## src/rtl/unstripe_lane_sched_pkg.sv

```systemverilog
// ---------------------------------------------------------------------------
// unstripe_pkg
//   Shared definitions for the byte-unstriping lane scheduler: the scheduler
//   state encoding, default widths and reset constants.
//   Optional feature macro used by the scheduler: UNSTRIPE_UNDERRUN_CNT_EN.
// ---------------------------------------------------------------------------
package unstripe_pkg;

  localparam int DATA_W_DEF = 32;
  localparam int CNT_W_DEF  = 16;
  localparam int UNDERRUN_W = 8;

  typedef enum logic [1:0] {
    IDLE  = 2'd0,
    ALIGN = 2'd1,
    RUN0  = 2'd2,
    RUN1  = 2'd3
  } sched_state_e;

  localparam sched_state_e STATE_RST    = IDLE;
  localparam logic         VALID_RST    = 1'b0;
  localparam logic [UNDERRUN_W-1:0] UNDERRUN_MAX = '1;

  // Saturating increment for the 8-bit stall counter.
  function automatic logic [UNDERRUN_W-1:0] sat_inc(input logic [UNDERRUN_W-1:0] v);
    return (v == UNDERRUN_MAX) ? v : v + 1'b1;
  endfunction

endpackage

```

## src/rtl/unstripe_lane_sched_if.sv

```systemverilog
// ---------------------------------------------------------------------------
// unstripe_lane_sched_if
//   Bundles the two show-ahead lane FIFO heads (data/empty/pop) and the
//   merged output stream (data_out/valid_out/out_ready).
//   master : scheduler side (consumes lane heads, produces the output stream)
//   slave  : environment side (lane FIFOs and downstream sink)
// ---------------------------------------------------------------------------
interface unstripe_lane_sched_if
  import unstripe_pkg::*;
#(
  parameter int DATA_W = DATA_W_DEF
);
  logic [DATA_W-1:0] lane0_data;
  logic              lane0_empty;
  logic              lane0_pop;
  logic [DATA_W-1:0] lane1_data;
  logic              lane1_empty;
  logic              lane1_pop;
  logic              out_ready;
  logic [DATA_W-1:0] data_out;
  logic              valid_out;

  modport master (
    input  lane0_data, lane0_empty, lane1_data, lane1_empty, out_ready,
    output lane0_pop, lane1_pop, data_out, valid_out
  );

  modport slave (
    output lane0_data, lane0_empty, lane1_data, lane1_empty, out_ready,
    input  lane0_pop, lane1_pop, data_out, valid_out
  );
endinterface

```

## src/rtl/unstripe_lane_sched.sv

```systemverilog
// ---------------------------------------------------------------------------
// unstripe_lane_sched
//   Merges two lane FIFOs into one output stream, popping lane 0 then lane 1
//   in strict alternation. Waits for both lanes to hold data before starting
//   a pair, stalls on lane skew or downstream backpressure, and only leaves
//   the run states on a pair boundary so lane order never slips.
//
//   Ports:
//     clk_2f       : output-rate clock
//     reset_L      : asynchronous active-low reset
//     enable       : 1 = run, 0 = finish the current pair then idle
//     bus (master) : lane heads/pops and registered data_out/valid_out
//     active       : scheduler is in RUN0 or RUN1
//     word_cnt     : words loaded into data_out since reset (wraps)
//     underrun_cnt : saturating count of skew-stall cycles
//
//   Optional feature: define UNSTRIPE_UNDERRUN_CNT_EN to build the skew-stall
//   counter; otherwise underrun_cnt is tied to zero.
// ---------------------------------------------------------------------------
module unstripe_lane_sched
  import unstripe_pkg::*;
#(
  parameter int DATA_W = DATA_W_DEF,
  parameter int CNT_W  = CNT_W_DEF
) (
  input  logic                  clk_2f,
  input  logic                  reset_L,
  input  logic                  enable,
  unstripe_lane_sched_if.master bus,
  output logic                  active,
  output logic [CNT_W-1:0]      word_cnt,
  output logic [UNDERRUN_W-1:0] underrun_cnt
);

  sched_state_e      state_q, state_d;
  logic [DATA_W-1:0] data_q, data_d;
  logic              valid_q, valid_d;
  logic [CNT_W-1:0]  cnt_q, cnt_d;

  logic              slot_free;
  logic              pop0, pop1;
  logic              load;
  logic              skew_stall;

  // The output register can take a new word when it is empty or its
  // current word is being accepted this cycle.
  assign slot_free = !valid_q || bus.out_ready;

  // Next-state / pop decode.
  always_comb begin
    state_d    = state_q;
    pop0       = 1'b0;
    pop1       = 1'b0;
    skew_stall = 1'b0;
    case (state_q)
      IDLE: begin
        if (enable) state_d = ALIGN;
      end
      ALIGN: begin
        // Start a pair only when both lanes can supply their word.
        if (!enable)                                 state_d = IDLE;
        else if (!bus.lane0_empty && !bus.lane1_empty) state_d = RUN0;
      end
      RUN0: begin
        // RUN0 is the only pair boundary, so enable is honoured here
        // before a new pair is started.
        if (!enable) begin
          state_d = IDLE;
        end else if (!bus.lane0_empty && slot_free) begin
          pop0    = 1'b1;
          state_d = RUN1;
        end else if (bus.lane0_empty && bus.lane1_empty) begin
          state_d = ALIGN;
        end else if (bus.lane0_empty) begin
          skew_stall = 1'b1;
        end
      end
      RUN1: begin
        // Never abandon a started pair: wait here until lane 1 delivers.
        if (!bus.lane1_empty && slot_free) begin
          pop1    = 1'b1;
          state_d = enable ? RUN0 : IDLE;
        end else if (bus.lane1_empty && !bus.lane0_empty) begin
          skew_stall = 1'b1;
        end
      end
      default: state_d = IDLE;
    endcase
  end

  assign load = pop0 | pop1;

  // Output register and word counter.
  always_comb begin
    data_d  = data_q;
    valid_d = valid_q;
    cnt_d   = cnt_q;
    if (load) begin
      data_d  = pop0 ? bus.lane0_data : bus.lane1_data;
      valid_d = 1'b1;
      cnt_d   = cnt_q + 1'b1;
    end else if (bus.out_ready) begin
      valid_d = 1'b0;
    end
  end

  always_ff @(posedge clk_2f or negedge reset_L) begin
    if (!reset_L) begin
      state_q <= STATE_RST;
      data_q  <= '0;
      valid_q <= VALID_RST;
      cnt_q   <= '0;
    end else begin
      state_q <= state_d;
      data_q  <= data_d;
      valid_q <= valid_d;
      cnt_q   <= cnt_d;
    end
  end

`ifdef UNSTRIPE_UNDERRUN_CNT_EN
  logic [UNDERRUN_W-1:0] underrun_q, underrun_d;

  always_comb begin
    underrun_d = underrun_q;
    if (skew_stall) underrun_d = sat_inc(underrun_q);
  end

  always_ff @(posedge clk_2f or negedge reset_L) begin
    if (!reset_L) underrun_q <= '0;
    else          underrun_q <= underrun_d;
  end

  assign underrun_cnt = underrun_q;
`else
  logic unused_skew_stall;
  assign unused_skew_stall = skew_stall;
  assign underrun_cnt      = '0;
`endif

  assign bus.lane0_pop = pop0;
  assign bus.lane1_pop = pop1;
  assign bus.data_out  = data_q;
  assign bus.valid_out = valid_q;
  assign active        = (state_q == RUN0) || (state_q == RUN1);
  assign word_cnt      = cnt_q;

endmodule
```

## src/flat_wrapper.sv

```systemverilog
// flat-port wrapper written by rule: the top's interface ports become plain ports
module unstripe_lane_sched_flat import unstripe_pkg::*;
#(
  parameter int DATA_W = DATA_W_DEF,
  parameter int CNT_W  = CNT_W_DEF
)
  (clk_2f, reset_L, enable, active, word_cnt, underrun_cnt, bus_lane0_data, bus_lane0_empty, bus_lane1_data, bus_lane1_empty, bus_out_ready, bus_lane0_pop, bus_lane1_pop, bus_data_out, bus_valid_out);
  unstripe_lane_sched_if #(.DATA_W(DATA_W)) bus_i ();
  input  logic clk_2f;
  input  logic reset_L;
  input  logic enable;
  output logic active;
  output logic [CNT_W-1:0] word_cnt;
  output logic [UNDERRUN_W-1:0] underrun_cnt;
  input wire logic [$bits(bus_i.lane0_data)-1:0] bus_lane0_data;
  input wire logic [$bits(bus_i.lane0_empty)-1:0] bus_lane0_empty;
  input wire logic [$bits(bus_i.lane1_data)-1:0] bus_lane1_data;
  input wire logic [$bits(bus_i.lane1_empty)-1:0] bus_lane1_empty;
  input wire logic [$bits(bus_i.out_ready)-1:0] bus_out_ready;
  output wire logic [$bits(bus_i.lane0_pop)-1:0] bus_lane0_pop;
  output wire logic [$bits(bus_i.lane1_pop)-1:0] bus_lane1_pop;
  output wire logic [$bits(bus_i.data_out)-1:0] bus_data_out;
  output wire logic [$bits(bus_i.valid_out)-1:0] bus_valid_out;
  assign bus_i.lane0_data = bus_lane0_data;
  assign bus_i.lane0_empty = bus_lane0_empty;
  assign bus_i.lane1_data = bus_lane1_data;
  assign bus_i.lane1_empty = bus_lane1_empty;
  assign bus_i.out_ready = bus_out_ready;
  assign bus_lane0_pop = bus_i.lane0_pop;
  assign bus_lane1_pop = bus_i.lane1_pop;
  assign bus_data_out = bus_i.data_out;
  assign bus_valid_out = bus_i.valid_out;
  unstripe_lane_sched #(.DATA_W(DATA_W), .CNT_W(CNT_W)) u_core (.clk_2f(clk_2f), .reset_L(reset_L), .enable(enable), .bus(bus_i), .active(active), .word_cnt(word_cnt), .underrun_cnt(underrun_cnt));
endmodule
```

## config.mk

```make
export PLATFORM = sky130hd
export DESIGN_NAME = unstripe_lane_sched_flat
export DESIGN_NICKNAME = d
export VERILOG_FILES = /design/src/rtl/unstripe_lane_sched_pkg.sv /design/src/rtl/unstripe_lane_sched_if.sv /design/src/rtl/unstripe_lane_sched.sv /design/src/flat_wrapper.sv
export SDC_FILE = /design/constraint.sdc
export NUM_CORES = 1
export LEC_CHECK = 0
export CELL_PAD_IN_SITES_DETAIL_PLACEMENT = 1
export CELL_PAD_IN_SITES_GLOBAL_PLACEMENT = 1
export CORE_MARGIN = 2
export CORE_UTILIZATION = 30
export DETAILED_ROUTE_END_ITERATION = 10
export MAX_ROUTING_LAYER = met4
export PLACE_DENSITY_LB_ADDON = 0.1
export SLEW_MARGIN = 20
export SYNTH_ARGS = -nofsm -noshare
export SYNTH_HDL_FRONTEND = slang
export SYNTH_SLANG_ARGS = --single-unit
```

## constraint.sdc

```tcl
create_clock -name clk_2f -period 4.3 [get_ports clk_2f]
set_input_delay 0.86 -clock clk_2f [delete_from_list [all_inputs] [get_ports clk_2f]]
set_output_delay 0.86 -clock clk_2f [all_outputs]
set_load 0.02 [all_outputs]
```

# Word level (Yosys, flattened, before mapping)
# Index checks and enable logic that the tools add are counted.
# Widths: inputs -> output; s select.
# totals
wordCells	42
output_inout_bits	60
inputBits	70
regBits	51
# classes
eq_ne	7
n_addsub	1
bitwise_logic	1
muxes	17
n_reduce_logical	12
# ops
operator	count
$mux 32	1
$add 16x1->16 const B	1
$mux 2	8
$pmux 2 s4	1
$mux 1	7
$eq 2x2->1 const B	2
$logic_and 1x1->1	4
$ne 4x2->1 const B	1
$reduce_and 4->1	1
$logic_not 1->1	3
$ne 3x2->1 const B	1
$eq 2x1->1 const B	1
$logic_not 2->1	1
$logic_or 1x1->1	2
$ne 2x1->1 const B	1
$ne 2x2->1 const B	1
$reduce_bool 2->1	1
$or 1x1->1	1

# Logic depth before layout (Yosys ltp)
# Gate-level depths: netlist (run 1).
# logic_depth
ltp_word	8
depth_mapped	6
ltp_nobuf	5

# Worst setup path before layout (run 1)
# No wires, ideal clock.
# synth_timing
path_kind	in2out
start	input port bus_out_ready
end	output port bus_lane0_pop
t_required_ns	3.440
path_stages	4
n_path_buf	1
setup_slack_ns	1.862
arrival_ns	1.578
cell_sequence	nand2b_1 nand3_2 inv_2 buf_4
# synth_between
elab_chain_cells	5
# synth_lines
element	line	text
start, declared	flat_wrapper.sv:19	input wire logic [$bits(bus_i.out_ready)-1:0] bus_out_ready;
$logic_or 1x1->1	unstripe_lane_sched.sv:47	assign slot_free = !valid_q || bus.out_ready;
$logic_and 1x1->1	unstripe_lane_sched.sv:69	end else if (!bus.lane0_empty && slot_free) begin
$mux 1	unstripe_lane_sched.sv:69	
$mux 1	unstripe_lane_sched.sv:67	if (!enable) begin
$mux 1	unstripe_lane_sched.sv:55	case (state_q)
end, declared	flat_wrapper.sv:20	output wire logic [$bits(bus_i.lane0_pop)-1:0] bus_lane0_pop;
# Every way passes these cells.

# Worst setup path in the final report (run 1)
# layout_timing
start	input port bus_lane0_empty
end	output port bus_lane0_pop
# layout_between
elab_chain_cells	5
# layout_lines
element	line	text
start, declared	flat_wrapper.sv:16	input wire logic [$bits(bus_i.lane0_empty)-1:0] bus_lane0_empty;
$logic_not 1->1	unstripe_lane_sched.sv:69	
$logic_and 1x1->1	unstripe_lane_sched.sv:69	
$mux 1	unstripe_lane_sched.sv:69	
$mux 1	unstripe_lane_sched.sv:67	
$mux 1	unstripe_lane_sched.sv:55	
# Every way passes these cells.

==> results of run 1 <==
## how the worst max path moves through the flow
stage	to	cells after the start
after global placement	bus_lane0_pop	5
after detailed placement	bus_lane0_pop	5
after global routing	bus_lane0_pop	5
after CTS	bus_lane0_pop	5
after floorplan	bus_lane0_pop	4
final	bus_lane0_pop	5
## worst register-to-register path, cell delays in order, from the launching register on
cell	delay (ps)
dfrtp_1	460
nor3b_2	280
nand3_2	120
inv_2	90
buf_4	360
o21ai_0	190
xnor2_1	150
## sequential cells by signal, indices dropped and copies added (netlist names)
| name | flops |
|---|---|
| u_core.bus.data_out | 32 |
| u_core.word_cnt | 16 |
| u_core.state_q | 2 |
| u_core.bus.valid_out | 1 |
## cells by family (layout without fill, tap and decap cells)
group / after synthesis / in the layout
fa+ha+maj: 1 / 1
flops: 51 / 51
other cells: 1 / 8
buf+inv: 28 / 138
simple gates: 97 / 97
xor+xnor: 15 / 15
compound gates: 73 / 73
mux: 2 / 2
## layer usage
metal  global-route usage  part of all wire  routed length (microns)
met1                0.210              0.43                     3190
met2                0.280              0.47                     3500
met3               0.0602             0.086                      633
met4               0.0435            0.0084                       62
met5                    -                 0                        0
## layout by cell type, fill, tap and decap left out, types with 2 or more instances in the layout
master and n:
inv_1 2, buf_4 5, and3_1 3, nor2_1 34, a21oi_1 64, dfrtp_1 51
nand2b_1 2, o211ai_1 2, inv_2 2, nand4_1 6, nand2_1 37, nand3_1 7
clkbuf_8 7, conb_1 8, clkdlybuf4s50_1 120, xnor2_1 14
## stage by stage
| step | cell area [sq um] | power [mW] | utilization | setup WS (ps) |
|---|---|---|---|---|
| 4_1_cts | 3790 | 1.92 | 0.486 | 921 |
| 2_1_floorplan | 2470 | 1.14 | - | 1860 |
| 3_3_place_gp | 3690 | 1.59 | 0.473 | 956 |
| 3_5_place_dp | 3690 | 1.61 | 0.473 | 930 |
| 5_1_grt | 3790 | 2.01 | 0.486 | 833 |
| 6_report | 3790 | 1.89 | 0.486 | 916 |
## power groups by stage
stage               Sequential [mW]  Combinational (mW)  Clock, mW
finish                        0.744               0.842      0.307
global route                  0.769               0.907      0.334
CTS                           0.745               0.858      0.317
detailed placement            0.754               0.855          0
global placement              0.747               0.843          0
floorplan                     0.954               0.181          0
## final cells by class
cell class / instances / area, sq um
Fill cell: 925 / 4010
Multi-Input combinational cell: 196 / 1030
Timing Repair Buffer: 126 / 1240
Clock buffer: 8 / 100
Sequential cell: 51 / 1280
Inverter: 4 / 15.0
Tap cell: 102 / 128
==> flow_summary.json, run 1 <==
{
  "synth_top_family_by_area": "simple AND/OR/NAND/NOR gates",
  "insertion_delay_ps": 300,
  "ys.flop_type": "dfrtp_1",
  "power.leakage_nw": 1.63,
  "die_w_microns": 94.3,
  "grt_pass1_vias": 2380,
  "finalWeightedCongestion": 0.765,
  "dp_hpwl_microns": 5230,
  "synth-seq-cells": 51,
  "post_cts_resized": 0,
  "cp_max_fo": 5,
  "antenna_left": 0,
  "clockPowerShare": 0.162,
  "synth_top_cell_area_share": 0.522,
  "ys_top_cells_by_count": "a21oi_1 (64), dfrtp_1 (51), nand2_1 (37)",
  "reg2reg_to": "u_core.word_cnt[2]",
  "reg2reg_slack_ps": 2540,
  "setup_tns_ps": 0,
  "initial_utilization": 0.313,
  "reg2reg_from": "u_core.state_q[0]",
  "fp.dieH_microns": 94.3,
  "synth-seq-area-share": 0.522,
  "layout-drive-gt1-share": 0.0494,
  "synth.most_common_cell": "a21oi_1",
  "io_buffers": 121,
  "area_growth_syn_to_layout_pct": 55.2,
  "cpMostUsedCell": "clkdlybuf4s50_1",
  "relSlewSlack": 0.660,
  "ys_top_cells_by_area": "dfrtp_1 (52%), a21oi_1 (13%), nand2_1 (5.7%)",
  "max-vdd-ir-drop_uv": 217,
  "fin_skew_ps": 7.63,
  "slowest_stage": "clkdlybuf4s50_1",
  "worstHoldStart": "u_core.word_cnt[15]",
  "synth_fa_ha_area_frac": 0.00512,
  "yosysTopAreaCell": "dfrtp_1",
  "setup-violations-final": 0,
  "cts_max_level": 2,
  "p_sw_frac": 0.359,
  "drt_iter0_drc": 53,
  "path_clk_slew_ps": 100,
  "rows": 32,
  "rsz0062_at_grt": "false",
  "cts_root_buf": "clkbuf_8",
  "power_density_nw_per_um2": 499,
  "path_cells": "clkdlybuf4s50_1 -> nor3b_2 -> nand3_2 -> inv_2 -> clkdlybuf4s50_1",
  "p_switching_mw": 0.679,
  "path_buf_inv": 3,
  "fmax_ghz": 0.296,
  "dr.pass1.iters": 4,
  "wirelength_microns": 7390,
  "grt_use_total": 0.174,
  "yosysUniqueCellTypes": 35,
  "finalCritPeriodShare": 0.787,
  "core-area_sq_um": 7810,
  "dp.cells": 479,
  "min_to": "u_core.word_cnt[15]",
  "path_delay_family": "buffers and inverters",
  "grt_max_degree": 36,
  "cts_tree": "done",
  "nets": 455,
  "finalNonFillerCells": 487,
  "cp.arrival_ps": 2520,
  "postSynth.asyncResetShare": 1.00,
  "post_drt_wl_per_cell_microns": 15.2,
  "synth_edf_count": 0,
  "crit_required_ps": 3440,
  "synth-simple-area-share": 0.182,
  "synth_compound_area_frac": 0.161,
  "antennaDiodeCount": 0,
  "synth_mux_area_frac": 0.00870,
  "share_comb_of_total_power": 0.445,
  "cts_max_path_buffers": 2,
  "drc": 0,
  "post-route-min-period_ps": 3380,
  "netlist_area_sq_um": 2440,
  "hold_violations": 0,
  "cts-buffers-inserted": 5,
  "yosysWarnings": 0,
  "vias": 2344,
  "p_seq_frac": 0.393,
  "grt_pass1_wl_microns": 11700,
  "drv_slew": 0,
  "p_int_mw": 1.21,
  "syn_inst": 268,
  "ioPinCount": 130,
  "crit_type": "input port to primary output",
  "critPathMaxStageDelay_ps": 670,
  "vias_per_cell": 4.81,
  "cts.sinks": 51,
  "hold_depth": 1,
  "cts_setup_buffers": 0,
  "whs_ps": 483,
  "outcome": "complete, no violations",
  "worstMarginPinSlew_ps": 510,
  "grt_overflow": 0,
  "synth-xor-area-share": 0.0537,
  "synth.avg_cell_area_sq_um": 9.12,
  "r2r_cells": 6,
  "crit_path_start_kind": "input port",
  "startpoint": "bus_lane0_empty",
  "cap_violations": 0,
  "end_kind": "primary output",
  "hp-class": "flop to flop",
  "antenna_found_initial": 0,
  "ctsHoldBuffers": 0,
  "dieArea_sq_um": 8890
}
(Power assumes the default switching activity.)
==> run 2, diff against run 1 <==
Settings changed: CORE_UTILIZATION 30 to 25.
Clock period 4.3 ns to 3 ns, I/O delays scaled along.
==> run 2 against run 1 <==
Hold slack got worse by 190 ps. Largest cell class unchanged. Global-route usage shrank 2.2 points. Clock skew down 4.7 ps. Total power increased by 40%. Flip-flop and latch count is the same. Clock-buffer cell count shrank 2. Worst setup slack got worse by 760 ps.
==> flow_summary.json, run 2 (same netlist as run 1, synthesis figures left out) <==
{
  "outcome": "complete, no violations",
  "area_growth_syn_to_layout_pct": 56.0,
  "cts_max_level": 2,
  "p_switching_mw": 0.974,
  "relSlewSlack": 0.619,
  "grt_pass1_wl_microns": 11900,
  "final_cell_mix": "clkdlybuf4s50_1 (120), a21oi_1 (64), dfrtp_1 (51)",
  "hold_violations": 0,
  "nets": 456,
  "finalCritPeriodShare": 0.947,
  "cts.sinks": 51,
  "grt_use_total": 0.151,
  "io_buffers": 121,
  "dp_hpwl_microns": 5440,
  "cp_max_fo": 4,
  "cap_violations": 0,
  "antenna_left": 0,
  "worstMarginPinSlew_ps": 572,
  "grt_pass1_vias": 2335,
  "grt_max_degree": 36,
  "setup_tns_ps": 0,
  "rows": 36,
  "crit_path_start_kind": "input port",
  "cts_tree": "done",
  "antenna_found_initial": 0,
  "clockPowerShare": 0.140,
  "grt_overflow": 0,
  "setup-violations-final": 0,
  "end_kind": "primary output",
  "largest_register_ffs": 32,
  "post-route-min-period_ps": 2840,
  "power_density_nw_per_um2": 697,
  "rsz0062_at_grt": "false",
  "max-vdd-ir-drop_uv": 303,
  "hp-class": "input port to async pin",
  "die_w_microns": 103,
  "ioPinCount": 130,
  "multi_input_comb_area_sq_um": 1030,
  "core-area_sq_um": 9640,
  "nFillCells": 1149,
  "ctsHoldBuffers": 0,
  "fp.dieH_microns": 103,
  "path_clk_slew_ps": 90,
  "vias_per_cell": 4.45,
  "layout-drive-gt1-share": 0.0469,
  "fin_skew_ps": 2.90,
  "dieArea_sq_um": 10600,
  "crit_required_ps": 2400,
  "drt_iter0_drc": 34,
  "insertion_delay_ps": 290,
  "share_comb_of_total_power": 0.457,
  "cts-buffers-inserted": 5,
  "power_mw": 2.66,
  "finalWeightedCongestion": 0.721,
  "p_sw_frac": 0.366,
  "reg2reg_slack_ps": 1210,
  "ff_latch_area_sq_um": 1280,
  "antennaDiodeCount": 0,
  "crit_type": "input port to primary output",
  "wirelength_microns": 7680,
  "cts_root_buf": "clkbuf_8",
  "fmax_ghz": 0.352,
  "post_cts_resized": 0,
  "p_seq_frac": 0.403,
  "cts_max_path_buffers": 2,
  "initial_utilization": 0.254,
  "dr.pass1.iters": 4,
  "drc": 0,
  "p_int_mw": 1.68,
  "cp.arrival_ps": 2240,
  "drv_slew": 0,
  "post_drt_wl_per_cell_microns": 14.9,
  "cts_setup_buffers": 0,
  "vias": 2301,
  "final_common_cell": "clkdlybuf4s50_1",
  "power.leakage_nw": 1.62
}
-- run 2: cell count changes in the layout (fill, tap and decap cells not counted), sizes merged --
cell,change
clkbuf,-2
buf,+1
-- run 2: cell type report --
class | instances | area share
sequential | 51 | 0.335
timing repair buffer | 127 | 0.328
multi-input combinational | 196 | 0.271
tap | 133 | 0.0436
clock buffer | 6 | 0.0190
inverter | 4 | 0.00394
-- run 2: routing by layer --
layer  GRT usage  wire [microns]  vias up
li1            -               -     1118
met3      0.0461             523        9
met4      0.0364             104        0
met1       0.202            3470     1096
met2       0.227            3580       78
met5           -               0        -
-- run 2: stage by stage --
stage | hold slack, ps | area, sq um | util | worst slack (ps) | instances
finish | 290 | 3810 | 0.396 | 160 | 517
global route | 332 | 3810 | 0.396 | 33.5 | 517
CTS | 311 | 3810 | 0.396 | 155 | 517
detailed placement | 475 | 3740 | 0.388 | 167 | 511
global placement | 461 | 3740 | 0.388 | 174 | 511
floorplan | 304 | 2470 | - | 1080 | 275
-- run 2: worst max-delay path: stages --
cell and delay, ps:
clkdlybuf4s50_1 520, nor3b_2 260, nand3_2 120, inv_2 80
clkdlybuf4s50_1 660
-- run 2: path summary, 6_finish.rpt --
| check | start | endpoint | cells past startpoint |
|---|---|---|---|
| max in group asynchronous | reset_L | u_core.bus.data_out[31] | 2 |
| min in group clk_2f | u_core.word_cnt[15] | u_core.word_cnt[15] | 1 |
| hold reg to reg | u_core.word_cnt[15] | u_core.word_cnt[15] | 1 |
| setup / recovery | enable | bus_lane0_pop | 5 |
| setup reg to reg | u_core.state_q[0] | u_core.word_cnt[4] | 6 |
| hold / removal | reset_L | u_core.bus.data_out[22] | 1 |
-- run 2: power groups by stage --
stage,Clock (mW),Sequential (mW),Combinational (mW)
after global placement,0,1.08,1.21
after floorplan,0,1.37,0.260
after CTS,0.398,1.08,1.23
after detailed placement,0,1.09,1.23
after global routing,0.429,1.11,1.32
final,0.372,1.07,1.21
==> run 3, diff against run 2 <==
Settings changed: TNS_END_PERCENT set to 1.
==> results of run 3 <==
The final DEF is identical to that of run 2; final timing and power are the same.
